$ cat config.mk
export PLATFORM = sky130hd
export DESIGN_NAME = fifo_write_arbiter_flat
export DESIGN_NICKNAME = d
export VERILOG_FILES = /design/src/rtl/fifo_write_arbiter_pkg.sv /design/src/rtl/fifo_write_arbiter_if.sv /design/src/rtl/fifo_write_arbiter_rr_priority_select.sv /design/src/rtl/fifo_write_arbiter.sv /design/src/flat_wrapper.sv
export SDC_FILE = /design/constraint.sdc
export NUM_CORES = 1
export LEC_CHECK = 0
export BUFFER_PORTS_ARGS = -buffer_cell sky130_fd_sc_hd__buf_2
export CAP_MARGIN = 0
export CORE_MARGIN = 1
export CORE_UTILIZATION = 41
export DETAILED_ROUTE_END_ITERATION = 10
export HOLD_SLACK_MARGIN = 0.06
export PLACE_DENSITY_LB_ADDON = 0.15
export SLEW_MARGIN = 20
export SYNTH_ARGS = -nofsm -noshare
export SYNTH_HDL_FRONTEND = slang
export SYNTH_HIERARCHICAL = 1
export SYNTH_SLANG_ARGS = --single-unit
export TNS_END_PERCENT = 5
$ cat constraint.sdc
create_clock -name write_clk -period 2.4 [get_ports write_clk]
set_input_delay 0.36 -clock write_clk [delete_from_list [all_inputs] [get_ports write_clk]]
set_output_delay 0.36 -clock write_clk [all_outputs]
set_load 0.02 [all_outputs]
$ cat src/rtl/fifo_write_arbiter_pkg.sv
// Shared definitions for the FIFO write-port arbiter: FSM encoding,
// parameter defaults and the index-width helper.
package fifo_write_arbiter_pkg;

  typedef enum logic {
    IDLE  = 1'b0,
    BURST = 1'b1
  } arb_state_t;

  localparam int N_DEF         = 4;
  localparam int W_DEF         = 16;
  localparam int BURST_MAX_DEF = 4;

  // Width of the per-grant word counter; BURST_MAX is limited to 1..15.
  localparam int CNT_W = 4;

  // Index width for N requesters, never narrower than one bit.
  function automatic int id_width(input int n);
    return (n > 1) ? $clog2(n) : 1;
  endfunction

  localparam int ID_W_DEF = id_width(N_DEF);

endpackage

$ cat src/rtl/fifo_write_arbiter_if.sv
// Bundle of requester handshake and FIFO write-port signals.
// slave is the arbiter's view, master is the requester/FIFO side.
interface fifo_write_arbiter_if
  import fifo_write_arbiter_pkg::*;
#(
  parameter int N = N_DEF,
  parameter int W = W_DEF
);
  localparam int ID_W = id_width(N);

  logic [N-1:0]    req_valid;
  logic [N*W-1:0]  req_data;
  logic [N-1:0]    req_ready;
  logic            w_full;
  logic            fifo_wr_en;
  logic [W-1:0]    fifo_wr_data;
  logic [ID_W-1:0] grant_id;
  logic            busy;

  modport slave (
    input  req_valid, req_data, w_full,
    output req_ready, fifo_wr_en, fifo_wr_data, grant_id, busy
  );

  modport master (
    output req_valid, req_data, w_full,
    input  req_ready, fifo_wr_en, fifo_wr_data, grant_id, busy
  );

endinterface

$ cat src/rtl/fifo_write_arbiter_rr_priority_select.sv
// Rotating-priority selector: returns the first requester with a set
// valid bit, scanning upward from rr_ptr and wrapping past N-1.
module rr_priority_select
  import fifo_write_arbiter_pkg::*;
#(
  parameter int N    = N_DEF,
  parameter int ID_W = id_width(N)
) (
  input  logic [N-1:0]    req_valid,
  input  logic [ID_W-1:0] rr_ptr,
  output logic [ID_W-1:0] grant_idx,
  output logic            found
);

  logic [2*N-1:0] doubled;
  logic [2*N-1:0] rotated;
  int             offset;
  int             sum;

  // Rotate so that bit 0 of the low half corresponds to requester rr_ptr.
  assign doubled = {req_valid, req_valid};
  assign rotated = doubled >> rr_ptr;

  // Walk offsets from far to near so the nearest set bit is the last written.
  always_comb begin
    offset    = 0;
    found     = 1'b0;
    for (int k = N - 1; k >= 0; k--) begin
      if (rotated[k]) begin
        offset = k;
        found  = 1'b1;
      end
    end
    sum = int'(rr_ptr) + offset;
    if (sum >= N) begin
      sum = sum - N;
    end
    grant_idx = ID_W'(sum);
  end

endmodule

$ cat src/rtl/fifo_write_arbiter.sv
// Round-robin arbiter that lets N requesters share one FIFO write port,
// granting bursts of up to BURST_MAX words with a one-cycle arbitration gap.
module fifo_write_arbiter
  import fifo_write_arbiter_pkg::*;
#(
  parameter int N         = N_DEF,
  parameter int W         = W_DEF,
  parameter int BURST_MAX = BURST_MAX_DEF
) (
  input  logic                write_clk,
  input  logic                reset,
  fifo_write_arbiter_if.slave bus
);

  localparam int              ID_W        = id_width(N);
  localparam logic [ID_W-1:0] LAST_ID     = ID_W'(N - 1);
  localparam logic [CNT_W-1:0] BURST_LIMIT = CNT_W'(BURST_MAX);

  arb_state_t       state_reg;
  logic [ID_W-1:0]  grant_id_reg;
  logic [ID_W-1:0]  rr_ptr_reg;
  logic [CNT_W-1:0] burst_cnt_reg;
  logic             busy_reg;

  logic [ID_W-1:0]  sel_idx;
  logic             sel_found;
  logic [ID_W-1:0]  rr_ptr_next;
  logic [CNT_W-1:0] burst_cnt_next;
  logic             in_burst;
  logic             grant_valid;
  logic             transfer;
  logic [N-1:0]     ready_vec;
  logic [W-1:0]     wr_data;

  rr_priority_select #(
    .N    (N),
    .ID_W (ID_W)
  ) u_select (
    .req_valid (bus.req_valid),
    .rr_ptr    (rr_ptr_reg),
    .grant_idx (sel_idx),
    .found     (sel_found)
  );

  assign in_burst       = (state_reg == BURST);
  assign grant_valid    = bus.req_valid[grant_id_reg];
  // A full FIFO blocks the write in the same cycle it rises.
  assign transfer       = in_burst & grant_valid & ~bus.w_full;
  assign burst_cnt_next = burst_cnt_reg + CNT_W'(1);
  assign rr_ptr_next    = (grant_id_reg == LAST_ID) ? '0 : grant_id_reg + ID_W'(1);

  // Only the grantee sees ready, and only while the FIFO has room.
  for (genvar gi = 0; gi < N; gi++) begin : g_ready
    assign ready_vec[gi] = in_burst & (grant_id_reg == ID_W'(gi)) & ~bus.w_full;
  end

  // Steer the grantee's word to the FIFO; valid whenever a grant is registered.
  always_comb begin
    wr_data = '0;
    for (int i = 0; i < N; i++) begin
      if (grant_id_reg == ID_W'(i)) begin
        wr_data = bus.req_data[i*W +: W];
      end
    end
  end

  // Arbitration FSM: pick a grantee in IDLE, count words in BURST, rotate on exit.
  always_ff @(posedge write_clk or posedge reset) begin
    if (reset) begin
      state_reg     <= IDLE;
      rr_ptr_reg    <= '0;
      grant_id_reg  <= '0;
      burst_cnt_reg <= '0;
      busy_reg      <= 1'b0;
    end else begin
      case (state_reg)
        IDLE: begin
          if (sel_found) begin
            grant_id_reg  <= sel_idx;
            burst_cnt_reg <= '0;
            busy_reg      <= 1'b1;
            state_reg     <= BURST;
          end
        end
        BURST: begin
          if (transfer) begin
            burst_cnt_reg <= burst_cnt_next;
            if (burst_cnt_next == BURST_LIMIT) begin
              rr_ptr_reg <= rr_ptr_next;
              busy_reg   <= 1'b0;
              state_reg  <= IDLE;
            end
          end else if (!bus.w_full && !grant_valid) begin
            // Grantee ran dry with room in the FIFO: give up the grant early.
            rr_ptr_reg <= rr_ptr_next;
            busy_reg   <= 1'b0;
            state_reg  <= IDLE;
          end
        end
        default: begin
          state_reg <= IDLE;
        end
      endcase
    end
  end

  assign bus.req_ready    = ready_vec;
  assign bus.fifo_wr_en   = transfer;
  assign bus.fifo_wr_data = wr_data;
  assign bus.grant_id     = grant_id_reg;
  assign bus.busy         = busy_reg;

endmodule

$ cat src/flat_wrapper.sv
// flat-port wrapper written by rule: the top's interface ports become plain ports
module fifo_write_arbiter_flat import fifo_write_arbiter_pkg::*;
#(
  parameter int N         = N_DEF,
  parameter int W         = W_DEF,
  parameter int BURST_MAX = BURST_MAX_DEF
)
  (write_clk, reset, bus_req_valid, bus_req_data, bus_w_full, bus_req_ready, bus_fifo_wr_en, bus_fifo_wr_data, bus_grant_id, bus_busy);
  fifo_write_arbiter_if #(.N(N), .W(W)) bus_i ();
  input  logic write_clk;
  input  logic reset;
  input wire logic [$bits(bus_i.req_valid)-1:0] bus_req_valid;
  input wire logic [$bits(bus_i.req_data)-1:0] bus_req_data;
  input wire logic [$bits(bus_i.w_full)-1:0] bus_w_full;
  output wire logic [$bits(bus_i.req_ready)-1:0] bus_req_ready;
  output wire logic [$bits(bus_i.fifo_wr_en)-1:0] bus_fifo_wr_en;
  output wire logic [$bits(bus_i.fifo_wr_data)-1:0] bus_fifo_wr_data;
  output wire logic [$bits(bus_i.grant_id)-1:0] bus_grant_id;
  output wire logic [$bits(bus_i.busy)-1:0] bus_busy;
  assign bus_i.req_valid = bus_req_valid;
  assign bus_i.req_data = bus_req_data;
  assign bus_i.w_full = bus_w_full;
  assign bus_req_ready = bus_i.req_ready;
  assign bus_fifo_wr_en = bus_i.fifo_wr_en;
  assign bus_fifo_wr_data = bus_i.fifo_wr_data;
  assign bus_grant_id = bus_i.grant_id;
  assign bus_busy = bus_i.busy;
  fifo_write_arbiter #(.N(N), .W(W), .BURST_MAX(BURST_MAX)) u_core (.write_clk(write_clk), .reset(reset), .bus(bus_i));
endmodule
After elaboration in Yosys (flattened, before gate mapping). Index checks and enable logic that the tools add are counted.

Order comparisons: 2. Bitwise operators: 12. Eq/ne operators: 9. Reduce and logical (&&, ||, !) cells: 9. Mux-type cells: 32. Add/subtract/negate cells: 4. Shift operators: 1.

Operator list (count): $mux W32 (3); $mux W16 (4); $add A3 B32 Y32 (1); $ge A32 B4 Y1 const B (1); $mux W1 (13); $mux W2 (6); $and A1 B1 Y1 (10); $mux W4 (2); $pmux W4 S2 (1); $shr A8 B2 Y4 (1); $ne A3 B3 Y1 const B (2); $reduce_and A3 Y1 (2); $add A4 B1 Y4 const B (1); $eq A2 B2 Y1 const B (2); $eq A4 B3 Y1 const B (1); $ne A2 B1 Y1 const B (2); $pmux W1 S2 (2); $reduce_and A2 Y1 (2); $lt A2 B3 Y1 const B (1); $add A2 B1 Y2 const B (1); $bmux W1 S2 (1); $eq A2 B1 Y1 const B (1); $logic_not A1 Y1 (2); $logic_not A2 Y1 (1); other kinds (5) (6).

Input bits: 71. Logic and storage cells: 74. Bits in registers: 10. Output and inout port bits: 24.

Depth between registers and ports, before layout.
Depth after elaboration: 8. Gate-level depth with buffers: 8.

Hierarchy. Netlist, hierarchy kept.

By module, submodules not included: fifo_write_arbiter (cells each 160, sequential area each 250.2 µm², area each 1131.1 µm², instances 1); rr_priority_select (cells each 23, sequential area each 0.0 µm², area each 180.2 µm², instances 1).

Least setup slack after synthesis. OpenSTA, ideal clock, no wires.

Kind: register to output. Start: reg u_core.grant_id_reg[0] (netlist: u_core/bus.grant_id[0]). End: out bus_fifo_wr_data[4]. Data required time: 2.040 ns. Path buffers: 1. Arrival: 1.921 ns. Setup slack: 0.119 ns. Cell stages (with the launch flop): 8. Cells stage by stage: dfrtp_1 -> inv_1 -> ha_1 -> clkbuf_1 -> nand3b_1 -> a21oi_1 -> a21oi_1 -> o21ai_0.

Word-level cells in the longest chain between the ends: 5. Elaborated cells on any way between the ends: 8. Those cells by class: 3 x eq/ne; 4 x mux; 1 x reduce/logical.

Ends and longest elaborated chain: start, declared (line fifo_write_arbiter.sv:20) `logic [ID_W-1:0] grant_id_reg;`; start signal, assigned (line fifo_write_arbiter.sv:79) `grant_id_reg <= sel_idx;`; $logic_not A2 Y1 (line fifo_write_arbiter.sv:61) `if (grant_id_reg == ID_W'(i)) begin`; $mux W16 (3 in series) (line fifo_write_arbiter.sv:61); $mux W16 * (line fifo_write_arbiter.sv:61); end, declared (line flat_wrapper.sv:17) `output wire logic [$bits(bus_i.fifo_wr_data)-1:0] bus_fifo_wr_data;`.

Every way passes the cells marked *; elsewhere a longest branch is shown, timed or not.

Final worst setup path.
Start: reg u_core.grant_id_reg[0] (netlist: u_core/bus.grant_id[0]). End: out bus_fifo_wr_data[3].

The elaborated chain is that of the path after synthesis.

==> out/qor.yml <==
ys_types: 37
cts_max_level: 1
finalSetupViolCount: 0
dieArea_sq_mm: 0.00343
core_sq_mm: 0.00305
outcome: "finished clean"
slew_headroom_pct: 74.1
max_freq_mhz: 439
synth_area_leaders: "dfrtp_1 (19%), a21oi_1 (11%), nand2_1 (11%)"
portBuffers: 94
fin_area_sq_mm: 0.00188
cp.required_ns: 2.04
post_cts_buffers: 0
p_leak_uw: 0.000911
post_cts_resized: 0
busiest_layer: "met2"
critPathMaxFanout: 9
insertion_delay_ns: 0.26
postSynth.asyncResetShare_pct: 100
timing.final.crit_share_pct: 94.8
use_met3_pct: 1.98
clockBufferDepth: 2
clock_sinks: 10
synth_ff_type: "dfrtp_1"
clock_skew_ns: 0.00145
finalWeightedCongestion: 0.785
die_y_um: 58.6
reg2reg_depth: 8
use_met2_pct: 35.6
syn_area_sq_mm: 0.00131
critical_path_class: "register to primary output"
ctsHoldBuffers: 0
min_period_ns: 2.28
hold_violations: 0
cap_viol_max_count: 0
syn_nets: 260
p_per_area_mw_per_mm2: 1240
antenna_found_initial: 0
syn2layout_area_growth_pct: 43.6
dp_slack_ns: 0.317
num_rows: 20
start_util_pct: 43.0
ys_seq_area_share_pct: 19.1
peakVddDrop_mv: 0.660
start_kind: "register"
yosys_warnings: 6
final_nets: 352
yosysTopAreaCellShare_pct: 19.1
dp_hpwl_um: 2800
drt_iter0_markers: 94
viasPerCell: 5.01
layout-drive-gt1-share_pct: 43.8
chipWidth_um: 58.6
cp-end-kind: "primary output"
wl_um: 3620
grt_pass1_wl_um: 5280
grt_max_degree: 34
io_pins: 95
dpl_cell_area_sq_mm: 0.00184
grt_pass1_vias: 1218
grt_use_met1_pct: 24.8
cts_tree: "built"
grt_overflow_total: 0
wl_per_cell_um: 11.4
largest_register_ffs: 4
cts-root-buf: "clkbuf_4"
fillers: 307
dr.pass1.iters: 5
hp-class: "input pin to async pin"
slew_viol_final: 0
cts_buffers: 3
insertedDiodeCount: 0
drc: 0
via_count: 1594
syn-instance-count: 183
cp.arrival_ns: 1.92
syn_avg_cell_area_sq_um: 7.17
track_usage_pct: 19.8
setup_slack_ns: 0.124
synthMostInstantiatedCell: "nand2_1"
worst_pin_slew_ns: 0.388
synth_top_cell_by_area: "dfrtp_1"
ant_nets: 0
netlist_top_cells_count: "nand2_1 (37), a21oi_1 (30), o21ai_0 (18), nand3b_1 (15), clkbuf_1 (11)"
ys_ff_latch: 10
path_clk_slew_ns: 0.07
synth_edf_count: 0
-- path summary, 6_finish.rpt --
path | startpoint | slack [ns] | to
max | u_core/bus.grant_id[0] | 0.12 | bus_fifo_wr_data[3]
min | reset | 0.07 | u_core/in_burst
max reg2reg | u_core/rr_ptr_reg[1] | 0.50 | u_core/bus.grant_id[1]
min reg2reg | u_core/bus.busy | 0.50 | u_core/bus.busy
max in group asynchronous | reset | 2.03 | u_core/bus.grant_id[0]
min in group write_clk | u_core/bus.busy | 0.50 | u_core/bus.busy
-- report_power, final --
part           internal, uW  leakage, uW  switching (uW)
Combinational           773     0.000769            1060
Clock                  91.9    0.0000210            55.0
Sequential              244     0.000120             100
-- per-layer routing --
metal | part of all wire (%) | wire, um
met1 | 45 | 1640
met2 | 47 | 1710
met3 | 6.9 | 250
met4 | 0.64 | 23
met5 | 0 | 0
-- stage by stage --
step           hold slack, ns  utilization, %  instances  total power (uW)  setup TNS, ns
3_5_place_dp            0.350            60.3        314              2170              0
2_1_floorplan           0.200               -        183              1640              0
5_1_grt                0.0969            61.7        318              2540        -0.0179
3_3_place_gp            0.352            60.3        314              2160              0
6_report               0.0681            61.7        318              2330              0
4_1_cts                0.0697            61.5        318              2320              0
-- cell families after synthesis --
logic type | Yosys count | synth area share [%]
xor gates and xnor gates | 3 | 2.00
and+or+nand+nor | 77 | 31.9
DFF | 10 | 19.1
adders and majority gates | 6 | 5.73
AOI/OAI and AO/OA | 62 | 29.6
buffers and inverters | 17 | 4.87
muxes | 8 | 6.87
-- cell type report --
| type | count | area (sq um) | share of cell area [%] |
|---|---|---|---|
| Inverter | 5 | 18.8 | 0.997 |
| Sequential cell | 10 | 253 | 13.4 |
| Multi-Input combinational cell | 156 | 1000 | 53.1 |
| Clock buffer | 4 | 36.3 | 1.93 |
| Tap cell | 44 | 55.1 | 2.92 |
| Timing Repair Buffer | 99 | 520 | 27.6 |
-- layout by cell type (no fill, tap or decap), types with 4 or more instances in the layout --
cell type,n
a21oi_1,30
ha_1,5
mux2_2,4
nand3b_1,15
dfrtp_1,8
buf_2,94
o21ai_0,18
nand2_1,37
nor2b_1,6
and2_1,4
inv_1,5
buf_4,4
-- worst max-delay path: stages, from the launching register on --
cell and delay [ns]:
dfrtp_2 0.46, inv_1 0.12, ha_2 0.28, buf_4 0.18, nand3b_1 0.08, a21oi_1 0.16, a21oi_1 0.05, o21ai_0 0.13
buf_2 0.18
No activity file was read; power rests on OpenSTA's default activity.
